==> src/rtl/fetch_stage_if.sv <==
// Fetch-stage port bundle: instruction memory, hazard/redirect
// controls, BHT update and the IF/ID register outputs.
interface fetch_stage_if;
  logic [31:0] imem_addr_o;
  logic [31:0] imem_data_i;
  logic        stall_i;
  logic        redirect_i;
  logic [31:0] redirect_pc_i;
  logic        bht_upd_i;
  logic [31:0] bht_upd_pc_i;
  logic        bht_taken_i;
  logic [31:0] ifid_instr_o;
  logic [31:0] ifid_pc4_o;
  logic        ifid_pred_taken_o;
  logic        ifid_valid_o;

  modport master (
    output imem_addr_o,
    input  imem_data_i,
    input  stall_i,
    input  redirect_i,
    input  redirect_pc_i,
    input  bht_upd_i,
    input  bht_upd_pc_i,
    input  bht_taken_i,
    output ifid_instr_o,
    output ifid_pc4_o,
    output ifid_pred_taken_o,
    output ifid_valid_o
  );

  modport slave (
    input  imem_addr_o,
    output imem_data_i,
    output stall_i,
    output redirect_i,
    output redirect_pc_i,
    output bht_upd_i,
    output bht_upd_pc_i,
    output bht_taken_i,
    input  ifid_instr_o,
    input  ifid_pc4_o,
    input  ifid_pred_taken_o,
    input  ifid_valid_o
  );
endinterface

==> src/rtl/fetch_stage.sv <==
// Instruction fetch: PC register, 2-bit BHT predictor for beq/bne
// and the IF/ID pipeline register.
module fetch_stage #(
  parameter logic [31:0] RESET_PC  = 32'h0000_0000,
  parameter int          BHT_IDX_W = 4
) (
  input logic clk_i,
  input logic rst_i,
  fetch_stage_if.master bus
);

  localparam int BHT_N = 2 ** BHT_IDX_W;

  typedef struct packed {
    logic [31:0] instr;
    logic [31:0] pc4;
    logic        pred;
    logic        valid;
  } if_id_t;

  logic [31:0]          pc;
  logic [31:0]          pc4;
  logic [31:0]          offset;
  logic [31:0]          target;
  logic [5:0]           opcode;
  logic                 is_branch;
  logic                 pred_taken;
  logic [BHT_IDX_W-1:0] rd_idx;
  logic [BHT_IDX_W-1:0] wr_idx;
  logic [1:0]           bht [BHT_N];
  logic [1:0]           ctr;
  logic [1:0]           ctr_next;
  if_id_t               ifid;
  logic                 unused;

  assign opcode    = bus.imem_data_i[31:26];
  assign is_branch = (opcode == 6'b000100)
                   | (opcode == 6'b000101);
  assign offset    = {{14{bus.imem_data_i[15]}},
                      bus.imem_data_i[15:0], 2'b00};
  assign pc4       = pc + 32'd4;
  assign target    = pc4 + offset;

  assign rd_idx     = pc[BHT_IDX_W+1:2];
  assign wr_idx     = bus.bht_upd_pc_i[BHT_IDX_W+1:2];
  assign pred_taken = is_branch & bht[rd_idx][1];

  assign unused = ^{bus.bht_upd_pc_i[31:BHT_IDX_W+2],
                    bus.bht_upd_pc_i[1:0]};

  always_ff @(posedge clk_i) begin
    if (rst_i) begin
      pc   <= RESET_PC;
      ifid <= '0;
    end else if (bus.redirect_i) begin
      pc   <= bus.redirect_pc_i;
      ifid <= '0;
    end else if (!bus.stall_i) begin
      pc   <= pred_taken ? target : pc4;
      ifid <= '{instr: bus.imem_data_i,
                pc4:   pc4,
                pred:  pred_taken,
                valid: 1'b1};
    end
  end

  // Saturating 2-bit counter step for the resolved branch
  assign ctr = bht[wr_idx];

  always_comb begin
    ctr_next = ctr;
    if (bus.bht_taken_i) begin
      if (ctr != 2'b11)
        ctr_next = ctr + 2'b01;
    end else begin
      if (ctr != 2'b00)
        ctr_next = ctr - 2'b01;
    end
  end

  always_ff @(posedge clk_i) begin
    if (rst_i) begin
      for (int i = 0; i < BHT_N; i++)
        bht[i] <= 2'b01;
    end else if (bus.bht_upd_i) begin
      bht[wr_idx] <= ctr_next;
    end
  end

  assign bus.imem_addr_o       = pc;
  assign bus.ifid_instr_o      = ifid.instr;
  assign bus.ifid_pc4_o        = ifid.pc4;
  assign bus.ifid_pred_taken_o = ifid.pred;
  assign bus.ifid_valid_o      = ifid.valid;

endmodule

==> src/flat_wrapper.sv <==
// flat-port wrapper written by rule: the top's interface ports become plain ports
module fetch_stage_flat 
#(
  parameter logic [31:0] RESET_PC  = 32'h0000_0000,
  parameter int          BHT_IDX_W = 4
)
  (clk_i, rst_i, bus_imem_addr_o, bus_imem_data_i, bus_stall_i, bus_redirect_i, bus_redirect_pc_i, bus_bht_upd_i, bus_bht_upd_pc_i, bus_bht_taken_i, bus_ifid_instr_o, bus_ifid_pc4_o, bus_ifid_pred_taken_o, bus_ifid_valid_o);
  fetch_stage_if bus_i ();
  input logic clk_i;
  input logic rst_i;
  output wire logic [$bits(bus_i.imem_addr_o)-1:0] bus_imem_addr_o;
  input wire logic [$bits(bus_i.imem_data_i)-1:0] bus_imem_data_i;
  input wire logic [$bits(bus_i.stall_i)-1:0] bus_stall_i;
  input wire logic [$bits(bus_i.redirect_i)-1:0] bus_redirect_i;
  input wire logic [$bits(bus_i.redirect_pc_i)-1:0] bus_redirect_pc_i;
  input wire logic [$bits(bus_i.bht_upd_i)-1:0] bus_bht_upd_i;
  input wire logic [$bits(bus_i.bht_upd_pc_i)-1:0] bus_bht_upd_pc_i;
  input wire logic [$bits(bus_i.bht_taken_i)-1:0] bus_bht_taken_i;
  output wire logic [$bits(bus_i.ifid_instr_o)-1:0] bus_ifid_instr_o;
  output wire logic [$bits(bus_i.ifid_pc4_o)-1:0] bus_ifid_pc4_o;
  output wire logic [$bits(bus_i.ifid_pred_taken_o)-1:0] bus_ifid_pred_taken_o;
  output wire logic [$bits(bus_i.ifid_valid_o)-1:0] bus_ifid_valid_o;
  assign bus_imem_addr_o = bus_i.imem_addr_o;
  assign bus_i.imem_data_i = bus_imem_data_i;
  assign bus_i.stall_i = bus_stall_i;
  assign bus_i.redirect_i = bus_redirect_i;
  assign bus_i.redirect_pc_i = bus_redirect_pc_i;
  assign bus_i.bht_upd_i = bus_bht_upd_i;
  assign bus_i.bht_upd_pc_i = bus_bht_upd_pc_i;
  assign bus_i.bht_taken_i = bus_bht_taken_i;
  assign bus_ifid_instr_o = bus_i.ifid_instr_o;
  assign bus_ifid_pc4_o = bus_i.ifid_pc4_o;
  assign bus_ifid_pred_taken_o = bus_i.ifid_pred_taken_o;
  assign bus_ifid_valid_o = bus_i.ifid_valid_o;
  fetch_stage #(.RESET_PC(RESET_PC), .BHT_IDX_W(BHT_IDX_W)) u_core (.clk_i(clk_i), .rst_i(rst_i), .bus(bus_i));
endmodule
==> config.mk <==
export PLATFORM = sky130hd
export DESIGN_NAME = fetch_stage_flat
export DESIGN_NICKNAME = d
export VERILOG_FILES = /design/src/rtl/fetch_stage_if.sv /design/src/rtl/fetch_stage.sv /design/src/flat_wrapper.sv
export SDC_FILE = /design/constraint.sdc
export NUM_CORES = 1
export LEC_CHECK = 0
export CAP_MARGIN = 20
export CORE_MARGIN = 4
export CORE_UTILIZATION = 45
export DETAILED_ROUTE_END_ITERATION = 7
export PLACE_DENSITY = 0.74
export REMOVE_ABC_BUFFERS = 1
export SLEW_MARGIN = 10
export SYNTH_ARGS = -nofsm -noshare
export SYNTH_HDL_FRONTEND = slang
export SYNTH_SLANG_ARGS = --single-unit
==> constraint.sdc <==
create_clock -name clk_i -period 4.2 [get_ports clk_i]
set_clock_uncertainty 0.1 [all_clocks]
set_input_delay 0.63 -clock clk_i [delete_from_list [all_inputs] [get_ports clk_i]]
set_output_delay 0.63 -clock clk_i [all_outputs]
set_load 0.02 [all_outputs]
==> impl_metrics.env, run 1 <==
export IMPL_antenna_found_initial=1
export IMPL_cp_arrival_ns=4.13
export IMPL_gr_usage_all_layers=0.231
export IMPL_max_clock_path_buffers=2
export IMPL_drive_gt1_frac=0.0861
export IMPL_crit_path_cell_trace="nand3_1 > nor3_4 > nand4_2 > nor2_1 > xor2_1 > ha_1 > o2111ai_1 > o211a_1 > o41ai_2 > a221o_1 > a21oi_1 > xor2_1 > o22ai_1"
export IMPL_vias=7352
export IMPL_cts_sinks=134
export IMPL_postRouteAntennaNets=0
export IMPL_clock_root_buffer="clkbuf_16"
export IMPL_period_minus_slack_ns=3.93
export IMPL_ys_flop_type="dfxtp_1"
export IMPL_stdcell_area_sq_um=10600
export IMPL_fmax_ghz=0.255
export IMPL_worstMarginPinSlew_ns=0.937
export IMPL_top_layer="met5"
export IMPL_total_power_mw=3.76
export IMPL_fin_hold_ws_ns=0.349
export IMPL_cpPeakStageDelay_ns=0.42
export IMPL_start_kind="flop"
export IMPL_synthArstFlopShare=0
export IMPL_slew_headroom=0.370
export IMPL_muxShareOfSynthArea=0.124
export IMPL_status="finished clean"
export IMPL_synth_xor_area_frac=0.0592
export IMPL_avgRoutedWirePerCell_microns=17.7
export IMPL_crit_path_max_fanout=7
export IMPL_portBuffers=171
export IMPL_slew_violations=0
export IMPL_r2r_cells=13
export IMPL_synth_seq_cells=134
export IMPL_wirelength_mm=23.0
export IMPL_finalHoldViolations=0
export IMPL_grt_pass1_wl_mm=37.0
export IMPL_whs_path_depth=2
export IMPL_avgSynthCellArea_sq_um=8.96
export IMPL_antennaDiodeCount=0
export IMPL_synth_compound_gate_area_share=0.154
export IMPL_h_tree_depth=4
export IMPL_power_leakage_nw=4.20
export IMPL_insertion_delay_ns=0.44
export IMPL_dp_worst_setup_slack_ns=0.202
export IMPL_synth_cell_types=72
export IMPL_area_growth_pct=32.2
export IMPL_cp_common_cell="xor2_1"
export IMPL_grt_setup_unrepaired="yes"
export IMPL_post_route_period_util=0.935
export IMPL_viasPerCell=5.68
export IMPL_dr_wl_met2_mm=10.6
export IMPL_grt_max_degree=70
export IMPL_cp_end_kind="flop"
export IMPL_maxCapViolations=0
export IMPL_worst_slack_ns=0.274
export IMPL_yosys_area_share_adder=0.0615
export IMPL_ctsHoldBuffers=0
export IMPL_required_ns=4.40
export IMPL_die_area_sq_um=20000
export IMPL_grt_pass1_vias=7265
export IMPL_yosysSeqAreaShare=0.376
export IMPL_hp_class="reg2reg"
export IMPL_ir_worst_vdd_mv=0.298
export IMPL_final_util=0.609
export IMPL_nets=1195
export IMPL_syn_area_sq_um=7990
export IMPL_crit_type="reg2reg"
export IMPL_die_h_microns=141
export IMPL_path_buf_inv=0
export IMPL_die_x_microns=141
export IMPL_yosys_warnings=0
export IMPL_start_util=0.461
export IMPL_placed_area_sq_um=9950
export IMPL_cts_buffers=17
export IMPL_path_depth=13
export IMPL_fin_setup_tns_ns=0
export IMPL_place_inst=1262
export IMPL_std_cell_rows=48
export IMPL_gp_congestion=0.900
export IMPL_clk_pin_slew_ns=0.06
export IMPL_critPathSlowestCell="nor3_4"
export IMPL_io_pins=200
export IMPL_synth_edff_count=32
export IMPL_setup_violations=0
export IMPL_core_sq_um=17400
export IMPL_power_density_nw_per_um2=355
export IMPL_drt_met1_wl_mm=10.0
export IMPL_remaining_drc_errors=0
export IMPL_layout_cells_non_filler=1294
export IMPL_cp_top_family="compound AO/OA/AOI/OAI gates"
export IMPL_synth_top_family_by_area="simple AND/OR/NAND/NOR gates"
export IMPL_yosys_area_share_simple=0.186
export IMPL_place_hpwl_mm=16.4
export IMPL_synthCells=892
export IMPL_drt_iter0_drc=487
export IMPL_overflow=0
export IMPL_cts_tree="built"
export IMPL_drt_pass1_iterations=5
export IMPL_met3WireLength_mm=1.79
## final timing paths
| path | startpoint | to | slack [ns] |
|---|---|---|---|
| max | u_core.bus.imem_addr_o[3]$_SDFFE_PP0N_ | u_core.bus.imem_addr_o[29]$_SDFFE_PP0N_ | 0.27 |
| min | u_core.bus.ifid_valid_o$_SDFFE_PP0N_ | u_core.bus.ifid_valid_o$_SDFFE_PP0N_ | 0.35 |
| max reg2reg | u_core.bus.imem_addr_o[3]$_SDFFE_PP0N_ | u_core.bus.imem_addr_o[29]$_SDFFE_PP0N_ | 0.27 |
| min reg2reg | u_core.bus.ifid_valid_o$_SDFFE_PP0N_ | u_core.bus.ifid_valid_o$_SDFFE_PP0N_ | 0.35 |
## cell type report
type	count	area, sq um
fill	1497	6790
multi-input combinational	685	4690
sequential	134	3000
timing repair buffer	198	1910
clock buffer	18	450
tap	225	282
clock inverter	14	159
inverter	20	75.1
## registers in the layout (all words and copies together) (netlist names), named ones only
name and flops:
u_core.bht 32, u_core.bus.ifid_instr_o 32, u_core.bus.ifid_pc4_o 32, u_core.bus.imem_addr_o 32, u_core.bus.ifid_pred_taken_o 1, u_core.bus.ifid_valid_o 1
## kinds of logic (layout without fill, tap and decap cells)
family,count (synthesis),count (layout)
AND/OR/NAND/NOR,324,324
XOR/XNOR,54,54
flip-flops,134,134
adder cells (fa/ha/maj),39,39
multiplexers,80,80
AO/OA/AOI/OAI,188,188
buffers and inverters,73,250
## tightest hold or removal path, cell delays in order (launching register included)
cell and delay [ns]:
dfxtp_1 0.31, inv_1 0.05, a21oi_1 0.05
## report_power, final
part           switching, mW  internal [mW]
registers             0.0434           1.37
clock network          0.639          0.924
logic                  0.423          0.357
total                   1.11           2.65
## per-layer routing
metal / vias up / GRT usage
met5: - / 0
met4: 2 / 0.0862
met3: 51 / 0.0553
met2: 296 / 0.375
met1: 3458 / 0.299
li1: 3545 / -
## synthesized netlist by cell type (4+ instances only)
cell type / count / share of area
o22ai_1: 15 / 0.012
edfxtp_1: 32 / 0.12
mux4_2: 10 / 0.028
xor2_1: 30 / 0.033
a21o_1: 10 / 0.0094
a211o_1: 5 / 0.0055
a221oi_1: 6 / 0.0066
a21oi_1: 60 / 0.038
nand3_1: 32 / 0.020
ha_1: 36 / 0.056
nand2_1: 78 / 0.037
clkbuf_1: 33 / 0.015
buf_1: 8 / 0.0038
a211oi_1: 10 / 0.0094
mux4_1: 4 / 0.013
buf_2: 6 / 0.0038
dfxtp_1: 102 / 0.26
nor3_1: 17 / 0.011
inv_1: 19 / 0.0089
o21a_1: 9 / 0.0085
xnor2_1: 24 / 0.026
nand4_1: 12 / 0.0094
nand2b_1: 7 / 0.0055
mux2i_1: 65 / 0.081
o21ai_0: 33 / 0.021
a31oi_1: 6 / 0.0047
nor2_1: 133 / 0.062
and3_1: 8 / 0.0063
nor2b_1: 10 / 0.0078
## what timing repair did
| item | in CTS | in global routing |
|---|---|---|
| resized for setup | 0 | 2 |
| setup buffers | 0 | 0 |
| endpoints found under the setup margin | 0 | 4 |
## layout by cell type, fill, tap and decap left out, drive strengths merged, types with 4 or more instances in the layout
cell,instances
nor2b,10
a21o,10
a31oi,6
a211oi,11
buf,28
xnor2,24
dfxtp,102
nand3,32
inv,27
mux2i,65
clkbuf,18
nor2,134
o21ai,36
a221oi,6
nand2b,7
nor3,19
ha,36
nand2,78
xor2,30
and3,8
nand4,15
a21oi,60
a211o,5
mux4,14
clkdlybuf4s50,170
edfxtp,32
o22ai,16
o21a,9
clkinv,4
Note: power is estimated with default switching activity, not from simulation.
==> run 2: changes to the inputs <==
--- a/config.mk
+++ b/config.mk
@@ -5,11 +5,12 @@
 export SDC_FILE = /design/constraint.sdc
 export NUM_CORES = 1
 export LEC_CHECK = 0
+export ABC_AREA = 1
 export CAP_MARGIN = 20
 export CORE_MARGIN = 4
 export CORE_UTILIZATION = 45
 export DETAILED_ROUTE_END_ITERATION = 7
-export PLACE_DENSITY = 0.74
+export PLACE_DENSITY = 0.73
 export REMOVE_ABC_BUFFERS = 1
 export SLEW_MARGIN = 10
 export SYNTH_ARGS = -nofsm -noshare
==> impl_metrics.env, run 2 <==
export IMPL_synth_seq_cells=134
export IMPL_synthArstFlopShare=0
export IMPL_die_h_microns=148
export IMPL_crit_path_cell_trace="ha_1 > nand2_2 > nor2_4 > nand2_2 > nor2_4 > nand2_2 > inv_2 > nand3_1 > xor2_1 > inv_1 > ha_1 > nand2_1 > nor2_1 > inv_1 > o21ai_0 > nor2_1 > nand2_1 > nand3_1 > nand3_1 > a21oi_1"
export IMPL_synthCells=1370
export IMPL_yosys_area_share_adder=0.0530
export IMPL_nets=1676
export IMPL_worstReg2RegStart="u_core.bus.imem_addr_o[3]$_SDFFE_PP0N_"
export IMPL_avgSynthCellArea_sq_um=6.48
export IMPL_ctsHoldBuffers=0
export IMPL_maxCapViolations=0
export IMPL_slew_violations=0
export IMPL_start_kind="flop"
export IMPL_avgRoutedWirePerCell_microns=17.1
export IMPL_cpPeakStageDelay_ns=0.42
export IMPL_hp_start="u_core.bus.ifid_instr_o[13]$_SDFFE_PP0N_"
export IMPL_ir_worst_vdd_mv=0.277
export IMPL_ys_flop_type="dfxtp_1"
export IMPL_finalHoldViolations=0
export IMPL_vias=9491
export IMPL_synth_top_cell_area_share=0.230
export IMPL_synth_common_cells="nand2_1 (424), inv_1 (197), nor2_1 (131), a21oi_1 (108), nand3_1 (105)"
export IMPL_antenna_found_initial=0
export IMPL_drt_pass1_iterations=6
export IMPL_die_area_sq_um=22000
export IMPL_slew_headroom=0.541
export IMPL_cp_arrival_ns=4.10
export IMPL_crit_path_max_fanout=5
export IMPL_r2r_setup_slack_ns=0.33
export IMPL_nFillCells=1897
export IMPL_yosys_area_share_simple=0.336
export IMPL_final_common_cell="nand2_1"
export IMPL_antennaDiodeCount=0
export IMPL_muxShareOfSynthArea=0
export IMPL_grt_setup_unrepaired="no"
export IMPL_clk_pin_slew_ns=0.07
export IMPL_r2r_cells=20
export IMPL_io_pins=200
export IMPL_drive_gt1_frac=0.0568
export IMPL_post_cts_setup_buffers=0
export IMPL_total_power_mw=3.80
export IMPL_gp_congestion=1.02
export IMPL_final_util=0.593
export IMPL_synth_top_family_by_area="simple AND/OR/NAND/NOR gates"
export IMPL_cts_resized=0
export IMPL_gr_usage_all_layers=0.280
export IMPL_crit_type="reg2reg"
export IMPL_synth_compound_gate_area_share=0.133
export IMPL_clock_root_buffer="clkbuf_16"
export IMPL_insertion_delay_ns=0.43
export IMPL_h_tree_depth=4
export IMPL_synth_cell_types=44
export IMPL_fin_setup_tns_ns=0
export IMPL_required_ns=4.42
export IMPL_period_minus_slack_ns=3.87
export IMPL_hold_end="u_core.bus.ifid_instr_o[13]$_SDFFE_PP0N_"
export IMPL_setup_violations=0
export IMPL_grt_pass1_wl_mm=48.3
export IMPL_layout_cells_non_filler=1815
export IMPL_whs_path_depth=2
export IMPL_synth_edff_count=32
export IMPL_yosys_warnings=0
export IMPL_grt_pass1_vias=8893
export IMPL_die_x_microns=148
export IMPL_postRouteAntennaNets=0
export IMPL_final_cell_mix="nand2_1 (424), inv_1 (196), clkdlybuf4s50_1 (170), nor2_1 (130), a21oi_1 (108)"
export IMPL_place_hpwl_mm=23.7
export IMPL_cts_sinks=134
export IMPL_cp_end_kind="flop"
export IMPL_reg2reg_to="u_core.bus.imem_addr_o[18]$_SDFFE_PP0N_"
export IMPL_portBuffers=171
export IMPL_worstMarginPinSlew_ns=0.683
export IMPL_drt_iter0_drc=782
export IMPL_grt_max_degree=58
export IMPL_start_util=0.457
export IMPL_power_density_nw_per_um2=330
export IMPL_remaining_drc_errors=0
export IMPL_post_route_period_util=0.922
export IMPL_core_sq_um=19400
export IMPL_crit_path_start="u_core.bus.imem_addr_o[3]$_SDFFE_PP0N_"
export IMPL_synth_largest_area_cell="dfxtp_1"
export IMPL_power_leakage_nw=5.20
export IMPL_std_cell_rows=51
export IMPL_overflow=0
export IMPL_cts_buffers=17
export IMPL_place_inst=1783
export IMPL_cts_tree="built"
export IMPL_fmax_ghz=0.258
export IMPL_max_clock_path_buffers=2
export IMPL_wirelength_mm=31.0
export IMPL_status="finished clean"
export IMPL_area_growth_pct=29.6
export IMPL_critPathSlowestCell="dfxtp_1"
export IMPL_yosysSeqAreaShare=0.338
export IMPL_synth_xor_area_frac=0.0296
export IMPL_syn_area_sq_um=8870
export IMPL_viasPerCell=5.23
export IMPL_hp_class="reg2reg"
export IMPL_synthTopCellsByArea="dfxtp_1 (23%), nand2_1 (18%), edfxtp_1 (11%), inv_1 (8.3%), a21oi_1 (6.1%)"
export IMPL_synth_most_common_cell="nand2_1"
-- run 2: kinds of logic after synthesis --
| kind of cell | count (synthesis) |
|---|---|
| simple gates | 714 |
| buf+inv | 249 |
| compound gates | 206 |
| flops | 134 |
| fa+ha+maj | 37 |
| xor+xnor | 30 |
-- run 2: worst max-delay path: cells and delay by family (launching register included) --
kind	cells	cell delay [ns]
buffers and inverters	3	0.25
adder cells (fa/ha/maj)	2	0.74
XOR/XNOR	1	0.27
AO/OA/AOI/OAI	2	0.37
flip-flops	1	0.42
AND/OR/NAND/NOR	12	1.62
-- run 2: through the flow --
step | setup slack [ns] | hold slack [ns] | instance area [sq um]
detailed placement | 0.421 | 0.354 | 10900
CTS | 0.440 | 0.364 | 11500
global placement | 0.488 | 0.352 | 10900
floorplan | 1.08 | 0.440 | 8650
finish | 0.328 | 0.361 | 11500
global route | 0.0375 | 0.378 | 11500
-- run 2: power breakdown --
group / switching (mW) / total, mW / internal, mW
clock network: 0.631 / 1.56 / 0.931
registers: 0.0514 / 1.42 / 1.37
logic: 0.499 / 0.815 / 0.316
total: 1.18 / 3.80 / 2.62
-- run 2: layout make-up --
type / count / area [sq um] / area share
clock buffers: 22 / 507 / 0.0441
clock inverters: 10 / 108 / 0.00936
inverters: 200 / 753 / 0.0655
multi-input cells: 987 / 4900 / 0.426
flip-flops and latches: 134 / 3000 / 0.261
well taps: 265 / 332 / 0.0288
repair buffers: 197 / 1900 / 0.165
-- run 2: how the worst max path moves through the flow --
| stage | end | slack [ns] | cells after the start |
|---|---|---|---|
| after floorplan | u_core.bus.imem_addr_o[26]$_SDFFE_PP0N_ | 1.08 | 20 |
| after global placement | u_core.bus.imem_addr_o[25]$_SDFFE_PP0N_ | 0.49 | 20 |
| after detailed placement | u_core.bus.imem_addr_o[18]$_SDFFE_PP0N_ | 0.42 | 20 |
| after CTS | u_core.bus.imem_addr_o[18]$_SDFFE_PP0N_ | 0.44 | 20 |
| after global routing | u_core.bus.imem_addr_o[26]$_SDFFE_PP0N_ | 0.04 | 21 |
| final | u_core.bus.imem_addr_o[18]$_SDFFE_PP0N_ | 0.33 | 20 |
-- run 2: routing by layer --
metal	part of all wire	vias up	global-route usage
met1	0.43	4283	0.374
met5	0	-	0
met3	0.071	75	0.0521
li1	-	4729	-
met2	0.46	404	0.443
met4	0.040	0	0.123
